$ cat src/rtl/vga_timing_gen_pkg.sv
// Shared 640x480@60 timing constants and raster helper types for the Pong display pipeline.
// Hit stages import this package for screen bounds.
package vga_timing_gen_pkg;

  localparam int CLK_DIV_DEF    = 4;
  localparam int H_ACTIVE_DEF   = 640;
  localparam int H_FP_DEF       = 16;
  localparam int H_SYNC_DEF     = 96;
  localparam int H_BP_DEF       = 48;
  localparam int V_ACTIVE_DEF   = 480;
  localparam int V_FP_DEF       = 10;
  localparam int V_SYNC_DEF     = 2;
  localparam int V_BP_DEF       = 33;
  localparam int SYNC_DELAY_DEF = 1;

  localparam int H_TOTAL_DEF = H_ACTIVE_DEF + H_FP_DEF + H_SYNC_DEF + H_BP_DEF;
  localparam int V_TOTAL_DEF = V_ACTIVE_DEF + V_FP_DEF + V_SYNC_DEF + V_BP_DEF;

  // Undelayed raster decode carried through the alignment delay line.
  typedef struct packed {
    logic hs;
    logic vs;
    logic act;
  } raw_sync_t;

  localparam int SYNC_W = $bits(raw_sync_t);

  function automatic logic in_window(input logic [9:0] cnt, input int lo, input int len);
    return (int'(cnt) >= lo) && (int'(cnt) < lo + len);
  endfunction

endpackage

$ cat src/rtl/vga_timing_gen_pipe_delay.sv
// Fixed-depth clocked shift register with synchronous reset to RESET_VAL.
// DEPTH=0 degenerates to a wire that still forces RESET_VAL while reset is high.
module vga_timing_gen_pipe_delay #(
  parameter int                 WIDTH     = 3,
  parameter int                 DEPTH     = 1,
  parameter logic [WIDTH-1:0]   RESET_VAL = '0
) (
  input  logic             clk,
  input  logic             reset,
  input  logic [WIDTH-1:0] d_i,
  output logic [WIDTH-1:0] q_o
);

  localparam int N = (DEPTH == 0) ? 1 : DEPTH;

  logic [WIDTH-1:0] sr_q [N];

  always_ff @(posedge clk) begin
    if (reset) begin
      for (int i = 0; i < N; i++) sr_q[i] <= RESET_VAL;
    end else begin
      sr_q[0] <= d_i;
      for (int i = 1; i < N; i++) sr_q[i] <= sr_q[i-1];
    end
  end

  assign q_o = (DEPTH == 0) ? (reset ? RESET_VAL : d_i) : sr_q[N-1];

endmodule

$ cat src/rtl/vga_timing_gen.sv
// Raster timing source: pixel strobe, poll coordinates, delayed sync/blanking and FrameTick.
// Sync outputs are delayed to line up with the one-clock registered hit stages downstream.
module vga_timing_gen
  import vga_timing_gen_pkg::*;
#(
  parameter int   CLK_DIV    = CLK_DIV_DEF,
  parameter int   H_ACTIVE   = H_ACTIVE_DEF,
  parameter int   H_FP       = H_FP_DEF,
  parameter int   H_SYNC     = H_SYNC_DEF,
  parameter int   H_BP       = H_BP_DEF,
  parameter int   V_ACTIVE   = V_ACTIVE_DEF,
  parameter int   V_FP       = V_FP_DEF,
  parameter int   V_SYNC     = V_SYNC_DEF,
  parameter int   V_BP       = V_BP_DEF,
  parameter int   SYNC_DELAY = SYNC_DELAY_DEF,
  parameter logic HS_POL     = 1'b0,
  parameter logic VS_POL     = 1'b0
) (
  input  logic       clk,
  input  logic       reset,
  output logic       PixelEn,
  output logic [9:0] PollX,
  output logic [8:0] PollY,
  output logic       Active,
  output logic       ActiveD,
  output logic       HSync,
  output logic       VSync,
  output logic       FrameTick
);

  localparam int H_TOTAL = H_ACTIVE + H_FP + H_SYNC + H_BP;
  localparam int V_TOTAL = V_ACTIVE + V_FP + V_SYNC + V_BP;

  generate
    if (H_TOTAL > 1024 || V_ACTIVE > 512 || V_TOTAL > 1024 ||
        CLK_DIV < 1 || CLK_DIV > 16 || SYNC_DELAY < 0 || SYNC_DELAY > 7) begin : g_bad_params
      $error("vga_timing_gen: illegal timing parameters");
    end
  endgenerate

  localparam logic [3:0] DIV_LAST   = 4'(CLK_DIV - 1);
  localparam logic [9:0] H_LAST     = 10'(H_TOTAL - 1);
  localparam logic [9:0] V_LAST     = 10'(V_TOTAL - 1);
  localparam logic [9:0] V_ACT_LAST = 10'(V_ACTIVE - 1);

  logic [3:0] div_cnt_q, div_cnt_d;
  logic [9:0] hcnt_q, hcnt_d;
  logic [9:0] vcnt_q, vcnt_d;
  logic       frame_tick_q, frame_tick_d;
  logic       pixel_en;
  logic       h_active, v_active;
  raw_sync_t  raw_sync;
  raw_sync_t  dly_sync;

  always_comb begin
    pixel_en     = (div_cnt_q == DIV_LAST) && !reset;
    div_cnt_d    = (div_cnt_q == DIV_LAST) ? 4'd0 : div_cnt_q + 4'd1;
    hcnt_d       = hcnt_q;
    vcnt_d       = vcnt_q;
    frame_tick_d = pixel_en && (hcnt_q == H_LAST) && (vcnt_q == V_ACT_LAST);
    if (pixel_en) begin
      if (hcnt_q == H_LAST) begin
        hcnt_d = 10'd0;
        vcnt_d = (vcnt_q == V_LAST) ? 10'd0 : vcnt_q + 10'd1;
      end else begin
        hcnt_d = hcnt_q + 10'd1;
      end
    end
  end

  always_ff @(posedge clk) begin
    if (reset) begin
      div_cnt_q    <= 4'd0;
      hcnt_q       <= 10'd0;
      vcnt_q       <= 10'd0;
      frame_tick_q <= 1'b0;
    end else begin
      div_cnt_q    <= div_cnt_d;
      hcnt_q       <= hcnt_d;
      vcnt_q       <= vcnt_d;
      frame_tick_q <= frame_tick_d;
    end
  end

  // Coordinate decode: purely from registered counters, so glitch-free.
  always_comb begin
    h_active     = int'(hcnt_q) < H_ACTIVE;
    v_active     = int'(vcnt_q) < V_ACTIVE;
    raw_sync.hs  = in_window(hcnt_q, H_ACTIVE + H_FP, H_SYNC);
    raw_sync.vs  = in_window(vcnt_q, V_ACTIVE + V_FP, V_SYNC);
    raw_sync.act = h_active && v_active;
  end

  assign PollX  = h_active ? hcnt_q : 10'd0;
  assign PollY  = v_active ? vcnt_q[8:0] : 9'd0;
  assign Active = raw_sync.act;

  vga_timing_gen_pipe_delay #(
    .WIDTH     (SYNC_W),
    .DEPTH     (SYNC_DELAY),
    .RESET_VAL ('0)
  ) u_sync_dly (
    .clk   (clk),
    .reset (reset),
    .d_i   (raw_sync),
    .q_o   (dly_sync)
  );

  assign HSync     = dly_sync.hs ? HS_POL : ~HS_POL;
  assign VSync     = dly_sync.vs ? VS_POL : ~VS_POL;
  assign ActiveD   = dly_sync.act;
  assign PixelEn   = pixel_en;
  assign FrameTick = frame_tick_q;

endmodule

$ cat config.mk
export PLATFORM = sky130hd
export DESIGN_NAME = vga_timing_gen
export DESIGN_NICKNAME = d
export VERILOG_FILES = /design/src/rtl/vga_timing_gen_pkg.sv /design/src/rtl/vga_timing_gen_pipe_delay.sv /design/src/rtl/vga_timing_gen.sv
export SDC_FILE = /design/constraint.sdc
export NUM_CORES = 1
export LEC_CHECK = 0
export ABC_AREA = 1
export ABC_CLOCK_PERIOD_IN_PS = 2100
export BUFFER_PORTS_ARGS = -buffer_cell sky130_fd_sc_hd__buf_2
export CAP_MARGIN = 20
export CORE_MARGIN = 1
export CORE_UTILIZATION = 60
export CTS_CLUSTER_DIAMETER = 80
export CTS_CLUSTER_SIZE = 20
export DETAILED_ROUTE_END_ITERATION = 10
export PLACE_DENSITY = 0.92
export SYNTH_ARGS = -nofsm -noshare
export SYNTH_HDL_FRONTEND = slang
export SYNTH_HIERARCHICAL = 1
export SYNTH_SLANG_ARGS = --single-unit
$ cat constraint.sdc
create_clock -name clk -period 2.1 [get_ports clk]
set_clock_uncertainty 0.1 [all_clocks]
set_input_delay 0 -clock clk [delete_from_list [all_inputs] [get_ports clk]]
set_output_delay 0 -clock clk [all_outputs]
set_load 0.03 [all_outputs]
Word level (Yosys, flattened, before mapping) --
Memory sizes are Yosys's and may differ from the RTL's. Index checks and enable logic that the tools add are counted.
Operators by class: $add $sub $neg 3, magnitude comparators 6, equal/unequal tests 4, muxes and demuxes 11, reductions and logical operators 10
Operator list (number):
- $mux W10 | 3
- $add A10 B1 Y10 const B | 2
- $eq A10 B10 Y1 const B | 2
- $lt A10 B10 Y1 const B | 2
- $lt A10 B9 Y1 const B | 2
- $eq A10 B9 Y1 const B | 1
- $ge A10 B10 Y1 const B | 1
- $ge A10 B9 Y1 const B | 1
- $mux W9 | 1
- $logic_and A1 B1 Y1 | 6
- $mux W1 | 6
- $add A4 B1 Y4 const B | 1
- $eq A4 B2 Y1 const B | 1
- $mux W3 | 1
- $reduce_or A3 Y1 | 1
- $reduce_and A2 Y1 | 1
- $reduce_or A2 Y1 | 1
- $logic_not A1 Y1 | 1
Storage, ports and cells: flip-flop bits (word level) 25, RAM bits 3, bits of input ports 2, output and inout bits 25, logic and storage cells 39, memories kept 1
Memories:
- u_sync_dly.sr_q | depth 1, width 3, read ports 1, clocked after memory_dff 0, wr ports 1, RTL line vga_timing_gen_pipe_delay.sv:16 | logic [WIDTH-1:0] sr_q [N];

Longest topological paths before layout --
Gate-level depths: netlist (run 1).
depth in word-level cells 4, depth in mapped cells 9

Modules after synthesis --
The synthesis (run 1) kept the hierarchy.
By module, submodules not included:
- vga_timing_gen | times used 1, cells an instance 255, area an instance 1604.0 µm², seq. area each 500.5 µm²
- vga_timing_gen_pipe_delay | times used 1, cells an instance 9, area an instance 82.6 µm², seq. area each 60.1 µm²

Least setup slack after synthesis (run 1) --
Ideal clock, no wire load.
path type register -> register, start point reg vcnt_q[5], end point mem u_sync_dly.sr_q[0][0], library setup time 0.065 ns, arrival time 1.369 ns, data required time 1.935 ns, setup slack 0.566 ns, stages on the path, launching flop included 8, path buffers 0, clock period less this slack 1.534 ns, cell sequence dfxtp_1 -> inv_2 -> nor2_4 -> nand2_1 -> nand2_1 -> nor2_1 -> inv_1 -> nor2_1
Between the ends: cells in the longest elaborated chain, start to end 3
Ends and longest elaborated chain:
- start, declared | RTL line vga_timing_gen.sv:48 | logic [9:0] vcnt_q, vcnt_d;
- start signal, assigned | RTL line vga_timing_gen.sv:80 | vcnt_q <= vcnt_d;
- $lt A10 B9 Y1 | RTL line vga_timing_gen.sv:88 | v_active = int'(vcnt_q) < V_ACTIVE;
- $logic_and A1 B1 Y1 | RTL line vga_timing_gen.sv:91 | raw_sync.act = h_active && v_active;
- via Active | RTL line vga_timing_gen.sv:24 | output logic Active,
- $mux W3 (no source line)
- end, declared | RTL line vga_timing_gen_pipe_delay.sv:16
The timed path passes the listed nets, and every way through them passes these cells.

Final worst setup path (run 1) --
start point reg vcnt_q[5], end point out Active
Between the ends: cells in the longest elaborated chain, start to end 2
Ends and longest elaborated chain (RTL line):
- $lt A10 B9 Y1 | vga_timing_gen.sv:88
- $logic_and A1 B1 Y1 | vga_timing_gen.sv:91
- end, declared | vga_timing_gen.sv:24
Every way passes these cells.

==> results of run 1 <==
## final timing paths
path	startpoint	to	slack, ns	depth (start not counted)
setup / recovery	vcnt_q[5]	Active	0.29	6
hold reg to reg	div_cnt_q[0]	div_cnt_q[0]	0.38	1
setup reg to reg	div_cnt_q[0]	hcnt_q[0]	0.49	4
hold / removal	div_cnt_q[0]	div_cnt_q[0]	0.38	1
## through the flow
| stage | setup WS, ns | instances | area, um2 |
|---|---|---|---|
| 3_5_place_dp | 0.545 | 319 | 1840 |
| 6_report | 0.293 | 324 | 1890 |
| 4_1_cts | 0.301 | 324 | 1890 |
| 2_1_floorplan | 0.566 | 264 | 1690 |
| 5_1_grt | 0.174 | 324 | 1890 |
| 3_3_place_gp | 0.610 | 319 | 1840 |
## report_power, final
group	leakage, nW	switching (mW)	internal (mW)	total, mW
Combinational	0.676	0.0391	0.0174	0.0564
Clock	0.0210	0.159	0.106	0.265
Sequential	0.226	0.00652	0.541	0.547
Total	0.923	0.205	0.664	0.869
## registers in the layout (all words and copies together) (netlist names)
register,flops
hcnt_q,10
FrameTick,1
div_cnt_q,4
vcnt_q,10
u_sync_dly/sr_q,3
## routing by layer
layer	GRT usage, %	vias to the layer above	share of wire [%]
li1	-	874	-
met1	33.1	760	46
met2	45.6	49	49
met3	6.28	2	5.2
met4	4.58	0	0.31
met5	0	-	0
## synthesized netlist by cell type (2+ instances only)
| master | instances | area share, % |
|---|---|---|
| nand2_1 | 74 | 16 |
| nor2_1 | 50 | 11 |
| inv_1 | 39 | 8.7 |
| dfxtp_1 | 28 | 33 |
| nand3_1 | 21 | 6.2 |
| a21oi_1 | 12 | 3.6 |
| ha_1 | 5 | 3.7 |
| nor2_4 | 5 | 3.3 |
| o21ai_0 | 5 | 1.5 |
| inv_2 | 4 | 0.89 |
| nand4_1 | 2 | 0.74 |
| nor2_2 | 2 | 0.74 |
| nor3_1 | 2 | 0.59 |
| nor4_1 | 2 | 0.74 |
| or2_2 | 2 | 0.74 |
## layout make-up
type	instances	area, um2
clock buffers	4	36.3
fillers	228	678
multi-input cells	191	945
inverters	44	170
repair buffers	27	140
well taps	30	37.5
flip-flops and latches	28	561
## cell families after synthesis
family	after synthesis	share of synthesized area (%)
adders and majority gates	5	3.71
AOI/OAI and AO/OA	18	5.42
DFF	28	33.2
xor gates and xnor gates	2	1.04
buffers and inverters	45	10.8
and+or+nand+nor	166	45.8
==> run metrics, run 1 <==
Clock Sinks 28; largest net degree at the start of global routing 16; slowest CP cell dfxtp_1; Max Buffers Root-to-Sink 2; vias in the first global route 1,388; Clk Latency, worst-skew pair 0.33 ns; CTS tree done; most frequent cells in the layout 74 x nand2_1, 50 x nor2_1, 39 x inv_1; ys flop type dfxtp_1; worst slew pin tran 0.574 ns; GP Congestion 0.908; Die ar. 3030 um2; Initial Utilization 65.7%; # rows 18; Power per Cell Area 460 nW/um2; Worst-path clk slew 0.15 ns; cells after synthesis 264; IO buf count 26; Area growth syn-to-layout 12.0%; Hold Crit Class reg -> reg; Setup CP Type reg -> out; CP startpoint kind flop; CORE AREA 2570 um2; max frequency 553 MHz; Most common cell on crit path nand2_1; Max VDD drop 0.425 mV; Nets 302; Post-DP HPWL 2690 um; drt pass-1 iters 4; DRC viols 0; Critical Path AT 1.71 ns; via/cell ratio 5.20; first-pass GRT wire length 5730 um; Worst setup EP type primary output; die width 55.0 um; Crit path max-delay family simple AND/OR/NAND/NOR gates; cts hold-fix bufs 1; WL final 3580 um; status completed; Syn Area/Cell 6.39 um2; commonest non-fill, non-tap cell in the layout nand2_1; Finished Core Util 73.6%; Worst Path Buf+Inv 2; CTS Buf Count 3; worst path cell trace inv_2, nor2_4, nand2_1, nand2_1, nor2_1, buf_2; CTS root buf clkbuf_4; H-tree depth 1; detailed-route via count 1,685; CP max stage delay 0.49 ns; Overall Global Routing Usage 26.2%; 1st-iter DRT viols 66; Tcrit/Tclk final 86.1%; Resized cells post-CTS 0; ant diodes 0; Final Hold Vio Count 0; total global routing overflow 0; synth warn 6; max-cap violations 0; P_leak 0.923 nW; number of synthesized register bits 28; Setup Viol. Count Final 0; final critical-path required period 1.81 ns; Setup Fix Bufs, Post-CTS 0; TNS Setup 0 ns; Post-Syn Area 1690 um2; I/O pin total 27; overall die height 55.0 um; Seq/Total Area, Yosys 33.2%; worst endpoint required time 2.00 ns; highest net fanout along the worst path 9; Pwr Total 0.869 mW; layout cells sized above 1 17.0%; Final Slew Violations 0; worst hold slack 0.379 ns; RSZ-0062 raised after global routing false; ANT nets after route 0; Worst slew margin 61.3%; drt wl/cell 11.0 um; Distinct cells, synth 26; Synthesized Nets 271; Post-synth EDFFs 0; initial antenna violation count 0; FFs w/ async S/R, synth 0%
Note: power is estimated with default switching activity, not from simulation.
==> run 2, diff against run 1 <==
Settings changed: ABC_AREA 1 to default, CORE_UTILIZATION 60 to 58, PLACE_DENSITY 0.92 to 0.91.
==> run 2 against run 1 <==
Against the previous run:
- maximum frequency fell by 7.6%
- clock-buffer cell count did not move
- critical path depth fell by 1
- sequential power barely moved
- via count fell by 18%
- largest cell class unchanged
- largest power group unchanged
- highest routed layer unchanged
==> run metrics, run 2 <==
post-synthesis compound-gate area fraction 10.3% (+4.8 points); Reg power frac 64.0% (+1.0 points); CP max stage delay 0.54 ns (+0.05 ns); top-area cell type share of the netlist area 37.6% (+4.4 points); Resized cells post-CTS 0 (unchanged); Final Slew Violations 0 (unchanged); TNS Setup 0 ns (unchanged); Synthesized Nets 184 (-32%); largest net degree at the start of global routing 16 (unchanged); # rows 17 (-1); total global routing overflow 0 (unchanged); Power per Cell Area 501 nW/um2 (+9.0%); Synth Area in Adders 4.20% (+0.49 points); H-tree depth 1 (unchanged); most common library cells after synthesis 28 x dfxtp_1, 17 x and2_1, 13 x nor2_1; switching portion of total power 22.2% (-1.3 points); Finished Core Util 73.9% (+0.29 points); P_leak 0.684 nW (-26%); DRC viols 0 (unchanged); Critical Path AT 2.13 ns (+0.42 ns); ANT nets after route 0 (unchanged); post-synthesis simple-gate area fraction 38.7% (-7.2 points); ant diodes 0 (unchanged); status completed; final instance area 1710 um2 (-9.3%); vias in the first global route 1,260 (-9.2%); via/cell ratio 5.92 (+14%); IO buf count 26 (unchanged); XOR/XNOR Fraction of Synth Area 5.29% (+4.3 points); area leader, netlist dfxtp_1; Crit path max-delay family simple AND/OR/NAND/NOR gates; ys flop type dfxtp_1; Worst setup EP type flop; Tcrit/Tclk final 93.2% (+7.1 points); Area growth syn-to-layout 15.0%; Syn Area/Cell 8.41 um2 (+32%); first-pass GRT wire length 5600 um (-2.3%); Seq/Total Area, Yosys 37.6% (+4.4 points); most frequent cells in the layout 28 x dfxtp_1, 26 x buf_2, 17 x and2_1; Post-Syn Area 1490 um2 (-12%); switching power 0.191 mW (-6.6%); drt wl/cell 14.2 um (+29%); clock group share of total power 30.1% (-0.4 points); Area contributors post-synth dfxtp_1 38%, and2_1 7.1%, xor2_1 4.7%, ha_1 4.2%, a21oi_1 3.4%; Worst-path clk slew 0.14 ns (about the same); cells after synthesis 177 (-33%); CTS Buf Count 3 (unchanged); Setup CP Type reg -> reg; GP Congestion 0.870 (-4.2%); Max VDD drop 0.523 mV (+23%); worst hold slack 0.381 ns (+0.00159 ns); max-cap violations 0 (unchanged); number of synthesized register bits 28 (unchanged); biggest regs hcnt_q x10, vcnt_q x10, div_cnt_q x4; Nets 214 (-29%); Worst slew margin 74.3% (+13 points); max frequency 511 MHz (-7.6%); CTS tree done; post-synthesis mux area share 0% (unchanged); worst slew pin tran 0.384 ns (-0.191 ns); Internal Pwr Total 0.668 mW (+0.52%); Clock Sinks 28 (unchanged); Post-synth EDFFs 0 (unchanged); main combinational cell family by area after synthesis simple AND/OR/NAND/NOR gates; Worst Path Buf+Inv 0 (-2); FFs w/ async S/R, synth 0% (unchanged); Distinct cells, synth 35 (+35%); detailed-route via count 1,386 (-18%); placed instance area 1670 um2 (-9.6%); Hold Crit Class reg -> reg; worst endpoint required time 2.27 ns (+0.27 ns); Setup Viol. Count Final 0 (unchanged); Overall Global Routing Usage 27.3% (+1.1 points); Clk Latency, worst-skew pair 0.33 ns (about the same); RSZ-0062 raised after global routing false; initial antenna violation count 0 (unchanged); 1st-iter DRT viols 47 (-29%); Setup crit start hcnt_q[0]; WL final 3330 um (-7.1%); Max Buffers Root-to-Sink 2 (unchanged); drt pass-1 iters 5 (+1); most common cell in the synthesized netlist dfxtp_1; highest net fanout along the worst path 6 (-3); synth warn 6 (unchanged); overall die height 52.7 um (-4.3%); Logic pwr share 5.9% (-0.6 points); slowest CP cell or4b_1; CTS root buf clkbuf_4; commonest non-fill, non-tap cell in the layout dfxtp_1; CP startpoint kind flop; layout cells sized above 1 18.9% (+1.9 points); die width 52.7 um (-4.3%); reg2reg start hcnt_q[0]; CORE AREA 2320 um2 (-9.7%); worst path cell trace ha_1, and3_1, nand4_2, or4b_1, a21oi_1; I/O pin total 27 (unchanged); Die ar. 2770 um2 (-8.4%); Post-DP HPWL 2470 um (-8.1%); launch point of the worst hold path div_cnt_q[0]; Initial Utilization 64.2% (-1.5 points); Final Hold Vio Count 0 (unchanged); final critical-path required period 1.96 ns (+0.149 ns)
==> run 2: changes by cell type after synthesis, sizes merged, moves of 5 or more <==
cell	previous run	this run
xor2	1	8
nor2	58	13
nor2b	0	5
nand2	76	11
clkbuf	0	6
and2	0	17
nand4	3	8
o31ai	0	6
nand3	23	7
inv	44	7
or4	0	6
==> run 2: layout make-up <==
| type | count | area [um2] |
|---|---|---|
| Timing Repair Buffer | 33 | 185 |
| Multi-Input combinational cell | 134 | 870 |
| Clock buffer | 4 | 36.3 |
| Fill cell | 182 | 606 |
| Tap cell | 28 | 35.0 |
| Inverter | 7 | 26.3 |
| Sequential cell | 28 | 561 |
==> run 2: logic make-up (layout without fill, tap and decap cells) <==
family,Yosys count,after routing
AND/OR/NAND/NOR,95,95
AO/OA/AOI/OAI,25,25
XOR/XNOR,9,9
adder cells (fa/ha/maj),5,5
buffers and inverters,15,44
flip-flops,28,28
==> run 2: per-stage QoR <==
stage	total power, mW	instances	setup WS [ns]
2_1_floorplan	0.592	177	0.215
3_3_place_gp	0.607	229	0.255
3_5_place_dp	0.611	229	0.193
4_1_cts	0.866	234	0.168
5_1_grt	0.891	234	0.0394
6_report	0.859	234	0.144
==> run 2: timing repair <==
item                      4_1_cts  5_1_grt
hold endpoints to repair        7        0
buffers inserted                0        0
hold buffers                    1        0
==> run 2: final timing paths <==
check / depth (start not counted) / endpoint / slack [ns]
worst min register to register: 1 / div_cnt_q[0] / 0.38
worst max register to register: 5 / vcnt_q[3] / 0.14
worst max-delay path: 5 / vcnt_q[3] / 0.14
worst min-delay path: 1 / div_cnt_q[0] / 0.38
==> run 2: power by group through the flow <==
| stage | clock network, mW | logic, mW | registers, mW |
|---|---|---|---|
| final | 0.259 | 0.0510 | 0.549 |
| after CTS | 0.265 | 0.0517 | 0.549 |
| after detailed placement | 0 | 0.0501 | 0.561 |
| after global placement | 0 | 0.0475 | 0.560 |
| after global routing | 0.284 | 0.0568 | 0.551 |
| after floorplan | 0 | 0.0312 | 0.561 |
==> run 2: routing by layer <==
layer	GRT usage (%)	vias to the layer above	part of all wire [%]
li1	-	682	-
met1	32.5	645	43
met2	45.8	51	50
met3	7.54	8	5.9
met4	11.0	0	1.4
met5	0	-	0
==> run 3, diff against run 2 <==
Settings changed: ABC_CLOCK_PERIOD_IN_PS 2100 to 1600, CORE_UTILIZATION 58 to 49, PLACE_DENSITY 0.91 to 0.82.
Clock period 2.1 ns to 1.6 ns, I/O delays scaled along.
==> run 3 against run 2 <==
Against the previous run:
- the flow now finishes with violations (design-rule violations, negative setup slack)
- combinational power increased by 81%
- die area increased by 18%
- sequential power increased by 32%
- final cell count increased by 13%
==> run metrics, run 3 (same netlist as run 2, synthesis figures left out) <==
status finished with violations; failing checks design-rule violations, negative setup slack; CP max stage delay 0.40 ns (-0.14 ns); commonest non-fill, non-tap cell in the layout buf_4; DRC viols 8 (+8); fillcell total 198 (+8.8%); ant diodes 0 (unchanged); initial antenna violation count 0 (unchanged); worst path cell trace ha_4, nor4b_4, buf_4, nand4_4, buf_4, o31ai_1, a21oi_1; clock group share of total power 36.9% (+6.8 points); Area growth syn-to-layout 41.1%; Clock Sinks 28 (unchanged); Final Slew Violations 0 (unchanged); largest net degree at the start of global routing 17 (+1); ANT nets after route 0 (unchanged); Pwr Total 1.29 mW (+51%); layout cells sized above 1 40.6% (+22 points); worst slew pin tran 0.515 ns (+0.131 ns); GP Congestion 0.856 (-1.6%); Max VDD drop 0.384 mV (-27%); Setup Viol. Count Final 19 (+19); P_leak 0.845 nW (+24%); Tcrit/Tclk final 124% (+31 points); detailed-route via count 1,575 (+14%); total global routing overflow 0 (unchanged); slowest CP cell dfxtp_2; Reg power frac 56.0% (-8.0 points); max-cap violations 0 (unchanged); Logic pwr share 7.1% (+1.2 points); CTS root buf clkbuf_4; CTS tree done; # rows 19 (+2); Internal Pwr Total 1.01 mW (+51%); WL final 4300 um (+29%); hold depth 6 (+5); Setup CP Type reg -> reg; switching power 0.287 mW (+50%); Inst Count DP 255 (+11%); Critical Path AT 2.10 ns (-0.03 ns); Nets 242 (+13%); Clk Latency, worst-skew pair 0.35 ns (+0.02 ns); Power per Cell Area 616 nW/um2 (+23%); post-route insts no fill 265 (+13%); R2R depth 7 (+2); switching portion of total power 22.2% (-0.085 points); most frequent cells in the layout 34 x buf_4, 20 x dfxtp_1, 19 x buf_2; overall die height 57.1 um (+8.5%); Max Buffers Root-to-Sink 2 (unchanged); Most common cell on crit path buf_4; Worst-path clk slew 0.16 ns (+0.02 ns); via/cell ratio 5.94 (+0.34%); IO buf count 26 (unchanged); CTS Buf Count 3 (unchanged); drt pass-1 iters 7 (+2); I/O pin total 27 (unchanged); final instance area 2100 um2 (+23%); post-route setup slack -0.387 ns (-0.530 ns); Hold Crit Class in -> reg; Overall Global Routing Usage 24.1% (-3.2 points); worst hold slack 0.141 ns (-0.239 ns); Final Hold Vio Count 0 (unchanged); CP startpoint kind flop; CORE AREA 2830 um2 (+22%); Worst setup EP type flop; Worst slew margin 65.2% (-9.1 points); max frequency 503 MHz (-1.5%); placed instance area 1870 um2 (+12%); H-tree depth 1 (unchanged); 1st-iter DRT viols 75 (+60%); RSZ-0062 raised after global routing true; biggest regs hcnt_q x10, vcnt_q x10, div_cnt_q x4; Initial Utilization 52.6% (-12 points); vias in the first global route 1,406 (+12%); highest net fanout along the worst path 8 (+2); worst endpoint required time 1.72 ns (-0.55 ns); die width 57.1 um (+8.5%); first-pass GRT wire length 6210 um (+11%); drt wl/cell 16.2 um (+14%); Finished Core Util 74.3% (+0.38 points); final critical-path required period 1.99 ns (+0.0305 ns); Die ar. 3260 um2 (+18%); Post-DP HPWL 2820 um (+14%)
==> run 3: cell count changes in the layout (fill, tap and decap cells not counted), sizes merged <==
cell / before / now
buf: 32 / 60
bufinv: 0 / 1
clkbuf: 4 / 3
==> run 3: metrics by stage <==
stage / TNS (ns) / setup slack (ns)
after floorplan: -0.357 / -0.0770
after global routing: -4.63 / -0.421
after CTS: -1.88 / -0.199
final: -2.93 / -0.387
after detailed placement: -2.04 / -0.224
after global placement: -1.34 / -0.131
==> run 3: power groups by stage <==
stage	clock [mW]	combinational, mW	sequential, mW
5_1_grt	0.504	0.0997	0.728
3_3_place_gp	0	0.0718	0.739
6_report	0.477	0.0921	0.726
2_1_floorplan	0	0.0438	0.741
3_5_place_dp	0	0.0761	0.740
4_1_cts	0.468	0.0874	0.726
==> run 3: path summary, 6_finish.rpt <==
kind / end / slack, ns / from
setup / recovery: vcnt_q[9] / -0.39 / div_cnt_q[1]
hold / removal: hcnt_q[0] / 0.14 / reset
setup reg to reg: vcnt_q[9] / -0.39 / div_cnt_q[1]
hold reg to reg: hcnt_q[0] / 0.40 / hcnt_q[0]
==> run 3: cell type report <==
| type | count | area, um2 | area share (%) |
|---|---|---|---|
| repair buffers | 61 | 439 | 20.9 |
| clock buffers | 3 | 22.5 | 1.07 |
| inverters | 7 | 26.3 | 1.25 |
| flip-flops and latches | 28 | 573 | 27.3 |
| well taps | 31 | 38.8 | 1.85 |
| multi-input cells | 134 | 971 | 46.2 |
| clock inverters | 1 | 30.0 | 1.43 |
==> run 3: critical path: cells and delay by family (launching register included) <==
kind / cells / cell delay [ns]
AO/OA/AOI/OAI: 2 / 0.50
adder cells (fa/ha/maj): 1 / 0.14
buffers and inverters: 2 / 0.40
flip-flops: 1 / 0.40
AND/OR/NAND/NOR: 2 / 0.32
==> run 3: layer usage <==
layer	GRT usage, %	share of wire, %	routed length (um)
met1	29.1	40	1730
met2	43.4	51	2210
met3	2.49	4.5	195
met4	10.1	3.7	158
met5	0	0	0
==> run 3: what timing repair did <==
action | 4_1_cts | 5_1_grt
hold buffers | 1 | 0
hold endpoints to repair | 7 | 0
buffers inserted | 5 | 3
gates resized for setup | 13 | 36
gates cloned | 0 | 0
endpoints found under the setup margin | 25 | 35
pin swaps | 8 | 5
